--- src/rtl/game_flow_sequencer.sv ---
// Game-flow controller: IDLE/READY/PLAY/LIFE_LOST/GAMEOVER sequencing, lives, score and frame pause timers.
// Every output is a flop that updates one cycle after its cause. Event pulses are always accepted (no backpressure).
module game_flow_sequencer #(
    parameter int START_LIVES     = 3,
    parameter int READY_FRAMES    = 60,
    parameter int LOST_FRAMES     = 90,
    parameter int GAMEOVER_FRAMES = 128,
    parameter int SCORE_W         = 16,
    parameter int POINTS_PER_HIT  = 1
) (
    input  logic               pixel_clk,
    input  logic               rst_n,
    input  logic               fsync,
    input  logic               start_btn,
    input  logic               hit,
    input  logic               miss,
    output logic [2:0]         state,
    output logic               play_en,
    output logic               freeze,
    output logic               show_ready,
    output logic               show_gameover,
    output logic [2:0]         lives,
    output logic [SCORE_W-1:0] score,
    output logic               new_game,
    output logic               serve
);

    typedef enum logic [2:0] {
        ST_IDLE     = 3'd0,
        ST_READY    = 3'd1,
        ST_PLAY     = 3'd2,
        ST_LOST     = 3'd3,
        ST_GAMEOVER = 3'd4
    } state_e;

    localparam logic [2:0]         LIVES_INIT = 3'(START_LIVES);
    localparam logic [7:0]         READY_LAST = 8'(READY_FRAMES - 1);
    localparam logic [7:0]         LOST_LAST  = 8'(LOST_FRAMES - 1);
    localparam logic [7:0]         GO_LAST    = 8'(GAMEOVER_FRAMES - 1);
    localparam logic [SCORE_W:0]   SCORE_MAX  = {1'b0, {SCORE_W{1'b1}}};
    localparam logic [SCORE_W:0]   PTS        = (SCORE_W + 1)'(POINTS_PER_HIT);

    state_e               state_q, state_d;
    logic [7:0]           frame_cnt_q, frame_cnt_d;
    logic [2:0]           lives_q, lives_d;
    logic [SCORE_W-1:0]   score_q, score_d;
    logic                 start_q, start_d;
    logic                 new_game_q, new_game_d;
    logic                 serve_q, serve_d;
    logic                 play_en_q, play_en_d;
    logic                 freeze_q, freeze_d;
    logic                 show_ready_q, show_ready_d;
    logic                 show_gameover_q, show_gameover_d;

    logic                 start_rise;
    logic                 timed;
    logic                 timer_done;
    logic [7:0]           frame_last;
    logic [SCORE_W:0]     score_sum;

    always_comb begin
        state_d     = state_q;
        frame_cnt_d = frame_cnt_q;
        lives_d     = lives_q;
        score_d     = score_q;
        new_game_d  = 1'b0;
        serve_d     = 1'b0;
        start_d     = start_btn;
        start_rise  = start_btn & ~start_q;
        score_sum   = {1'b0, score_q} + PTS;
        timed       = 1'b0;
        frame_last  = '0;

        case (state_q)
            ST_READY:    begin timed = 1'b1; frame_last = READY_LAST; end
            ST_LOST:     begin timed = 1'b1; frame_last = LOST_LAST;  end
            ST_GAMEOVER: begin timed = 1'b1; frame_last = GO_LAST;    end
            default:     ;
        endcase

        // Exit on the fsync that completes the N-th frame of residence.
        timer_done = timed & fsync & (frame_cnt_q == frame_last);
        if (timed && fsync) begin
            frame_cnt_d = frame_cnt_q + 8'd1;
        end

        case (state_q)
            ST_IDLE: begin
                if (start_rise) begin
                    state_d    = ST_READY;
                    score_d    = '0;
                    lives_d    = LIVES_INIT;
                    new_game_d = 1'b1;
                end
            end
            ST_READY: begin
                if (timer_done) begin
                    state_d = ST_PLAY;
                    serve_d = 1'b1;
                end
            end
            ST_PLAY: begin
                if (miss) begin
                    if (lives_q > 3'd1) begin
                        lives_d = lives_q - 3'd1;
                        state_d = ST_LOST;
                    end else begin
                        lives_d = '0;
                        state_d = ST_GAMEOVER;
                    end
                end else if (hit) begin
                    score_d = (score_sum > SCORE_MAX) ? SCORE_MAX[SCORE_W-1:0]
                                                      : score_sum[SCORE_W-1:0];
                end
            end
            ST_LOST: begin
                if (timer_done) state_d = ST_READY;
            end
            ST_GAMEOVER: begin
                if (timer_done) state_d = ST_IDLE;
            end
            default: state_d = ST_IDLE;
        endcase

        // The counter restarts for the new state; a coinciding fsync stays with the old one.
        if (state_d != state_q) begin
            frame_cnt_d = '0;
        end

        play_en_d       = (state_d == ST_PLAY);
        freeze_d        = (state_d == ST_LOST) || (state_d == ST_GAMEOVER);
        show_ready_d    = (state_d == ST_READY);
        show_gameover_d = (state_d == ST_GAMEOVER);
    end

    always_ff @(posedge pixel_clk or negedge rst_n) begin
        if (!rst_n) begin
            state_q         <= ST_IDLE;
            frame_cnt_q     <= '0;
            lives_q         <= LIVES_INIT;
            score_q         <= '0;
            start_q         <= 1'b1;
            new_game_q      <= 1'b0;
            serve_q         <= 1'b0;
            play_en_q       <= 1'b0;
            freeze_q        <= 1'b0;
            show_ready_q    <= 1'b0;
            show_gameover_q <= 1'b0;
        end else begin
            state_q         <= state_d;
            frame_cnt_q     <= frame_cnt_d;
            lives_q         <= lives_d;
            score_q         <= score_d;
            start_q         <= start_d;
            new_game_q      <= new_game_d;
            serve_q         <= serve_d;
            play_en_q       <= play_en_d;
            freeze_q        <= freeze_d;
            show_ready_q    <= show_ready_d;
            show_gameover_q <= show_gameover_d;
        end
    end

    assign state         = state_q;
    assign lives         = lives_q;
    assign score         = score_q;
    assign new_game      = new_game_q;
    assign serve         = serve_q;
    assign play_en       = play_en_q;
    assign freeze        = freeze_q;
    assign show_ready    = show_ready_q;
    assign show_gameover = show_gameover_q;

endmodule

--- config.mk ---
export PLATFORM = sky130hd
export DESIGN_NAME = game_flow_sequencer
export DESIGN_NICKNAME = d
export VERILOG_FILES = /design/src/rtl/game_flow_sequencer.sv
export SDC_FILE = /design/constraint.sdc
export NUM_CORES = 1
export LEC_CHECK = 0
export BUFFER_PORTS_ARGS = -buffer_cell sky130_fd_sc_hd__buf_2
export CAP_MARGIN = 30
export CORE_MARGIN = 10
export CORE_UTILIZATION = 55
export DETAILED_ROUTE_END_ITERATION = 16
export PLACE_DENSITY = 0.78
export SLEW_MARGIN = 20
export SYNTH_ARGS = -nofsm -noshare
export SYNTH_HDL_FRONTEND = slang
export SYNTH_SLANG_ARGS = --single-unit
--- constraint.sdc ---
create_clock -name pixel_clk -period 2.45 [get_ports pixel_clk]
set_input_delay 0.6125 -clock pixel_clk [delete_from_list [all_inputs] [get_ports pixel_clk]]
set_output_delay 0.6125 -clock pixel_clk [all_outputs]
set_load 0.1 [all_outputs]
==> results of run 1 <==
## area by class of cell
cell class	instances	area (um2)	area share (%)
Multi-Input combinational cell	162	1040	43.8
Sequential cell	37	935	39.5
Timing Repair Buffer	39	210	8.88
Clock buffer	6	72.6	3.07
Tap cell	48	60.1	2.54
Inverter	11	41.3	1.75
Clock inverter	2	10.0	0.423
## registers in the layout, summed over array words and instances, names as in the netlist
register       count
show_ready         1
lives              3
freeze             1
serve              1
new_game           1
score             16
show_gameover      1
play_en            1
start_q            1
frame_cnt_q        8
state              3
## kinds of logic after synthesis
logic type	after synthesis	share of synthesized area, %
xor gates and xnor gates	7	3.00
and+or+nand+nor	87	22.3
AOI/OAI and AO/OA	62	21.8
buffers and inverters	18	3.91
DFF	37	45.4
adders and majority gates	5	3.06
muxes	1	0.489
## path summary, 6_finish.rpt
kind	endpoint	slack (ns)	depth (start not counted)
max in group asynchronous	score[1]	1.48	1
worst min register to register	score[0]	0.52	1
worst min-delay path	show_ready	0.40	1
worst max-delay path	score[7]	0.23	6
min in group pixel_clk	start_q	0.42	1
worst max register to register	score[7]	0.23	6
## layout by cell type (no fill, tap or decap), types with 4 or more instances in the layout
cell type,count
and4_1,5
ha_1,5
clkbuf_8,5
nor3_1,5
dfrtp_1,30
dfrtp_2,4
nor2_1,19
xor2_1,4
buf_2,33
nand4_1,7
a31oi_1,6
buf_4,6
nand3_1,7
nand2_1,20
and3_1,9
o21ai_0,10
inv_1,10
and2_1,4
a21oi_1,18
## worst reg2reg max path: cells and delay by family, from the launching register on
family | cells | cell delay [ns]
compound gates | 1 | 0.27
simple gates | 4 | 1.25
fa+ha+maj | 1 | 0.21
flops | 1 | 0.41
## power breakdown
group	internal, uW	total, uW	switching, uW
logic	90.4	201	111
clock network	197	412	215
registers	667	754	87.0
total	954	1370	413
## metrics by stage
step	setup WS [ns]	cells	util [%]	total power [uW]	hold WS, ns
after floorplan	0.0304	217	-	895	0.317
after global placement	0.331	297	62.8	949	0.507
after detailed placement	0.240	297	62.8	965	0.515
after CTS	0.227	305	65.1	1380	0.421
after global routing	0.0584	305	65.1	1460	0.417
final	0.228	305	65.1	1370	0.404
## routing by layer
metal	GRT usage [%]	routed length (um)
met5	0	0
met4	3.63	38
met3	4.42	375
met2	23.2	2160
met1	20.8	2200
==> key figures, run 1 <==
Global route
  • GRT overflow: 0
  • Largest net degree at the start of global routing: 38
  • First-pass GRT wire length: approximately 7.9 mm
  • Vias in the first global route: 1614
  • Total GRT Usage: 15.2%
  • Initial antenna violation count: 0

STA
  • RSZ-0062 raised after global routing: false
  • Setup TNS: 0 ns
  • Fmax achieved: 450 MHz
  • Period utilization: 90.7%
  • Finish-stage setup viols: 0
  • Final Hold Viols: 0
  • Final Skew: 0.00677 ns
  • Final worst path period need: roughly 2.2 ns
  • Max_slew headroom: 46.5%
  • Fin. max-slew vios: 0
  • Measured slew at the worst slew-check pin: 0.803 ns

Critical path
  • Crit-path max FO: 12
  • Kind of cell adding the most delay to the critical path: simple AND/OR/NAND/NOR gates
  • CP max stage cell: nand4_1
  • CP endpoint kind: flip-flop
  • Reg2reg start: score[0]
  • Crit path buffers/inverters: 0
  • Slowest cell delay on critical path: between 0.4 and 0.5 ns
  • WP data arrival: 2.42 ns
  • Worst path cell trace: ha_1 -> and4_1 -> and3_1 -> nand4_1 -> and2_1 -> a311oi_1
  • CP startpoint kind: flip-flop
  • Critical Path RT: 2.64 ns
  • CP startpoint: score[0]
  • Setup Crit Path Kind: reg -> reg

Final layout
  • Final net count: 267
  • Final Cell Area: 0.00237 mm2
  • # fillers: 335
  • Share of layout cells above drive strength 1: 25.3%
  • Area Overhead vs Synth: 15.6%
  • # diodes: 0

Synthesis
  • Synth top cells by count: 34 x dfrtp_1, 20 x nand2_1, 19 x nor2_1, 18 x a21oi_1
  • Syn nets: around 230
  • Synthesized instance count: 217
  • Cell variety after synth: between 50 and 60
  • Asr flop ratio synth: between 90% and 100%
  • Syn_area_per_cell: 9.43 um2
  • Synth top area cells: dfrtp_1 42%, a21oi_1 4.4%, dfstp_2 3.9%, nand2_1 3.7%, nor2_1 3.5%
  • Synth Cell Area: 0.00205 mm2
  • Top cell type's share of synthesized area: between 40% and 50%
  • Yosys top cell by area: dfrtp_1
  • Post-synth EDFFs: 0
  • Top-count cell post-synth: dfrtp_1
  • Ys flop type: dfrtp_1
  • Seq cells post-synth: 37
  • Synth Warn #: 0
  • Sequential-to-total area share from yosys stat: 45.4%

CTS
  • Clk slew on worst S/H paths: 0.08 ns
  • Clk sinks: 37
  • Post-cts gate resize count: 0
  • CTS Hold Bufs: 0
  • CTS max path bufs: 2
  • H-tree Lvls: 2
  • CTS Buf Count: 5
  • Post-CTS setup repair buffer count: 0
  • Root Driver: clkbuf_8
  • Insertion delay to the later sink of the worst-skew pair: 0.29 ns
  • TritonCTS clock tree: built

Pwr
  • Pleak: between 0.001 and 0.0015 uW
  • Total power per unit cell area: about 580 mW/mm2
  • Peak VDD IR: about 460 uV

Floorplanning
  • Initial Utilization: 56.3%
  • Row cnt: 22
  • Die span in y: about 81 um
  • Die W: 81.0 um
  • Core area: 0.00363 mm2
  • Die area: 0.00656 mm2
  • Io pins: 34

Drt
  • Iteration-0 DRC Markers: about 200
  • Post-DR wirelength/cell: 15.6 um
  • DRC viols: 0
  • Post-route ant nets: 0
  • Vias per cell: 5.88
  • Total wire length: 4.76 mm
  • Vias: 1793
  • Pre-Repair DR Iteration Count: 4

Job
  • Max Cap Viol: 0

Status
  • Status: finished, final reports clean

Hold path
  • Hold WC Path Type: in -> async

Place
  • Placed cell areas: 0.00228 mm2
  • PortBufs: 33
  • DP Wirelength: 3.46 mm
  • GP Congestion: about 0.88
Power figures use the tool's default switching activity.
==> run 2: changes to the inputs <==
--- a/config.mk
+++ b/config.mk
@@ -5,12 +5,13 @@
 export SDC_FILE = /design/constraint.sdc
 export NUM_CORES = 1
 export LEC_CHECK = 0
+export ABC_AREA = 1
 export BUFFER_PORTS_ARGS = -buffer_cell sky130_fd_sc_hd__buf_2
 export CAP_MARGIN = 30
 export CORE_MARGIN = 10
 export CORE_UTILIZATION = 55
 export DETAILED_ROUTE_END_ITERATION = 16
-export PLACE_DENSITY = 0.78
+export PLACE_DENSITY = 0.77
 export SLEW_MARGIN = 20
 export SYNTH_ARGS = -nofsm -noshare
 export SYNTH_HDL_FRONTEND = slang
==> key figures, run 2 <==
Global route
  • GR peak layer: met2
  • Met1 GRT Util: around 16%
  • GR Util met3: 4.97%
  • Initial antenna violation count: 0
  • First-pass GRT wire length: 9.44 mm
  • GRT overflow: 0
  • Global-route track usage on met2: 27.7%
  • Total GRT Usage: 15.0%
  • Vias in the first global route: 2186
  • Largest net degree at the start of global routing: 38

Pwr
  • Pint: around 1300 uW
  • Psw: 1260 uW
  • Switching share of power: 50.0%
  • Total power per unit cell area: roughly 920 mW/mm2
  • Peak VDD IR: 1030 uV
  • Pleak: 0.00159 uW
  • Clk pwr share: 22.0%
  • Logic pwr share: between 40% and 50%
  • Sequential power share: 32.0%

Synthesis
  • Sequential-to-total area share from yosys stat: ~38%
  • Synthesized instance count: 334
  • Post-synth EDFFs: 0
  • Largest family of logic cells by synthesized area: simple AND/OR/NAND/NOR gates
  • Yosys top cell by area: dfrtp_1
  • Synth Cell Area: 0.00242 mm2
  • Top cell type's share of synthesized area: 35.2%
  • Syn nets: about 350
  • Seq cells post-synth: 37
  • Xor-xnor portion of the synthesized cell area: 4.29%
  • Cell variety after synth: 33
  • Synth Area in Compound Gates: 3.62%
  • Adder-Cell Fraction of Synth Area: approximately 2.6%
  • Synth top area cells: dfrtp_1 35%, nand2_1 18%, inv_1 7.0%, nand3_1 5.0%, nand3_2 4.6%
  • Synth Warn #: 0
  • Syn_area_per_cell: 7.24 um2
  • Simple-gate share of the synthesized area: between 40 and 50%
  • Top-count cell post-synth: nand2_1
  • Mux contribution to synthesized area: 0.414%
  • Ys flop type: dfrtp_1
  • Asr flop ratio synth: 100%
  • Synth top cells by count: 118 x nand2_1, 45 x inv_1, 34 x dfrtp_1, 24 x nand3_1, 23 x nor2_1

Floorplanning
  • Initial Utilization: 56.3%
  • Die span in y: 86.3 um
  • Die area: 0.00745 mm2
  • Die W: 86.3 um
  • Io pins: 34
  • Core area: 0.00429 mm2
  • Row cnt: 24

Status
  • Status: finished, final reports clean

Final layout
  • Number of flip-flops in the largest register: 16
  • Most common cell after layout, fill and taps aside: nand2_1
  • Layout Cells excl Fill: approximately 420
  • Area taken by flip-flops and latches: just over 900 um2
  • Final Cell Area: 0.00273 mm2
  • Share of layout cells above drive strength 1: 19.8%
  • Area Overhead vs Synth: 12.9%
  • # diodes: 0
  • Multi-input gate area: roughly 0.0013 mm2
  • Final net count: between 300 and 400
  • Most frequent cells in the layout: 118 x nand2_1, 45 x inv_1, 33 x buf_2, 31 x dfrtp_1, 24 x nand3_1
  • # fillers: 393

STA
  • WHS: 0.420 ns
  • Final Skew: roughly 0.0026 ns
  • Final worst path period need: roughly 2.0 ns
  • Finish-stage setup viols: 0
  • Setup TNS: 0 ns
  • Final Hold Viols: 0
  • Max_slew headroom: about 44%
  • Fmax achieved: 500 MHz
  • Measured slew at the worst slew-check pin: 0.837 ns
  • Fin. max-slew vios: 0
  • Period utilization: between 80% and 90%
  • PnR worst setup slack: 0.452 ns
  • RSZ-0062 raised after global routing: false

CTS
  • Post-cts gate resize count: 0
  • TritonCTS clock tree: built
  • Clk sinks: 37
  • CTS Hold Bufs: 0
  • Post-CTS setup repair buffer count: 0
  • Insertion delay to the later sink of the worst-skew pair: 0.29 ns
  • CTS Buf Count: 5
  • CTS max path bufs: 2
  • Root Driver: clkbuf_8
  • H-tree Lvls: 2
  • Clk slew on worst S/H paths: 0.08 ns

Place
  • Placed cell areas: 0.00261 mm2
  • PortBufs: 33
  • GP Congestion: 0.882
  • Pre-CTS setup slack: 0.423 ns
  • DP Wirelength: between 3 and 4 mm
  • Placed Cells: 413

Critical path
  • Reg2reg start: score[0]
  • CP startpoint: score[0]
  • WP data arrival: 2.23 ns
  • Setup Crit Path Kind: reg -> reg
  • CP endpoint kind: flip-flop
  • Kind of cell adding the most delay to the critical path: simple AND/OR/NAND/NOR gates
  • Worst path cell trace: inv_2 -> ha_1 -> nor2_1 -> nand2_1 -> nor2_1 -> nand2_1 -> nor2_1 -> nand4_1 -> nor2_2 -> nand2_4 -> nand3_1 -> nand2_1 -> nand2_1
  • CP max stage cell: dfrtp_2
  • Crit path buffers/inverters: 1
  • Slowest cell delay on critical path: between 0.4 and 0.5 ns
  • Crit-path max FO: 16
  • CP most frequent cell: nand2_1
  • Critical Path RT: around 2.7 ns
  • CP startpoint kind: flip-flop

Drt
  • Post-route ant nets: 0
  • Pre-Repair DR Iteration Count: 4
  • Vias: 2157
  • Post-DR wirelength/cell: 12.5 um
  • Iteration-0 DRC Markers: ~190
  • DRC viols: 0
  • Vias per cell: 5.12
  • Total wire length: 5.25 mm

Job
  • Max Cap Viol: 0

Hold path
  • Hold WC Path Type: in -> async
run 2: layer usage:
layer / share of wire (%) / up-vias
li1: - / 1115
met1: 42 / 992
met2: 50 / 45
met3: 6.1 / 5
met4: 1.1 / 0
met5: 0 / -
run 2: area by class of cell:
type,instances,share of cell area [%]
multi-input cells,243,46.3
inverters,47,6.46
repair buffers,34,6.32
clock buffers,6,3.02
well taps,52,2.38
flip-flops and latches,37,34.2
clock inverters,2,1.37
run 2: path summary, 6_finish.rpt:
| check | to | slack [ns] | cells past startpoint |
|---|---|---|---|
| setup / recovery | score[8] | 0.45 | 13 |
| hold / removal | score[2] | 0.42 | 1 |
| setup reg to reg | score[8] | 0.45 | 13 |
| hold reg to reg | score[14] | 0.53 | 2 |
| max in group asynchronous | score[0] | 1.46 | 1 |
| min in group pixel_clk | start_q | 0.43 | 1 |
run 2: kinds of logic (layout without fill, tap and decap cells):
group / Yosys count / after routing
AOI/OAI and AO/OA: 15 / 15
adders and majority gates: 5 / 5
xor gates and xnor gates: 11 / 11
buffers and inverters: 54 / 89
muxes: 1 / 1
DFF: 37 / 37
and+or+nand+nor: 211 / 211
run 2: worst reg2reg max path, cell delays in order, from the launching register on:
cell     delay, ns
dfrtp_2       0.44
inv_2         0.07
ha_1          0.32
nor2_1        0.10
nand2_1       0.06
nor2_1        0.11
nand2_1       0.06
nor2_1        0.10
nand4_1       0.11
nor2_2        0.15
nand2_4       0.17
nand3_1       0.11
nand2_1       0.06
nand2_1       0.08
run 2: per-stage QoR:
| stage | power [uW] | util, % |
|---|---|---|
| finish | 2530 | 63.6 |
| global route | 2680 | 63.6 |
| CTS | 2550 | 63.6 |
| detailed placement | 1990 | 60.8 |
| global placement | 1970 | 60.8 |
| floorplan | 1780 | - |
run 2: power by group through the flow:
stage | registers [uW] | clock network, uW | logic (uW)
2_1_floorplan | 1340 | 0 | 444
3_3_place_gp | 812 | 0 | 1150
3_5_place_dp | 818 | 0 | 1170
4_1_cts | 809 | 567 | 1170
5_1_grt | 824 | 594 | 1260
6_report | 807 | 555 | 1160
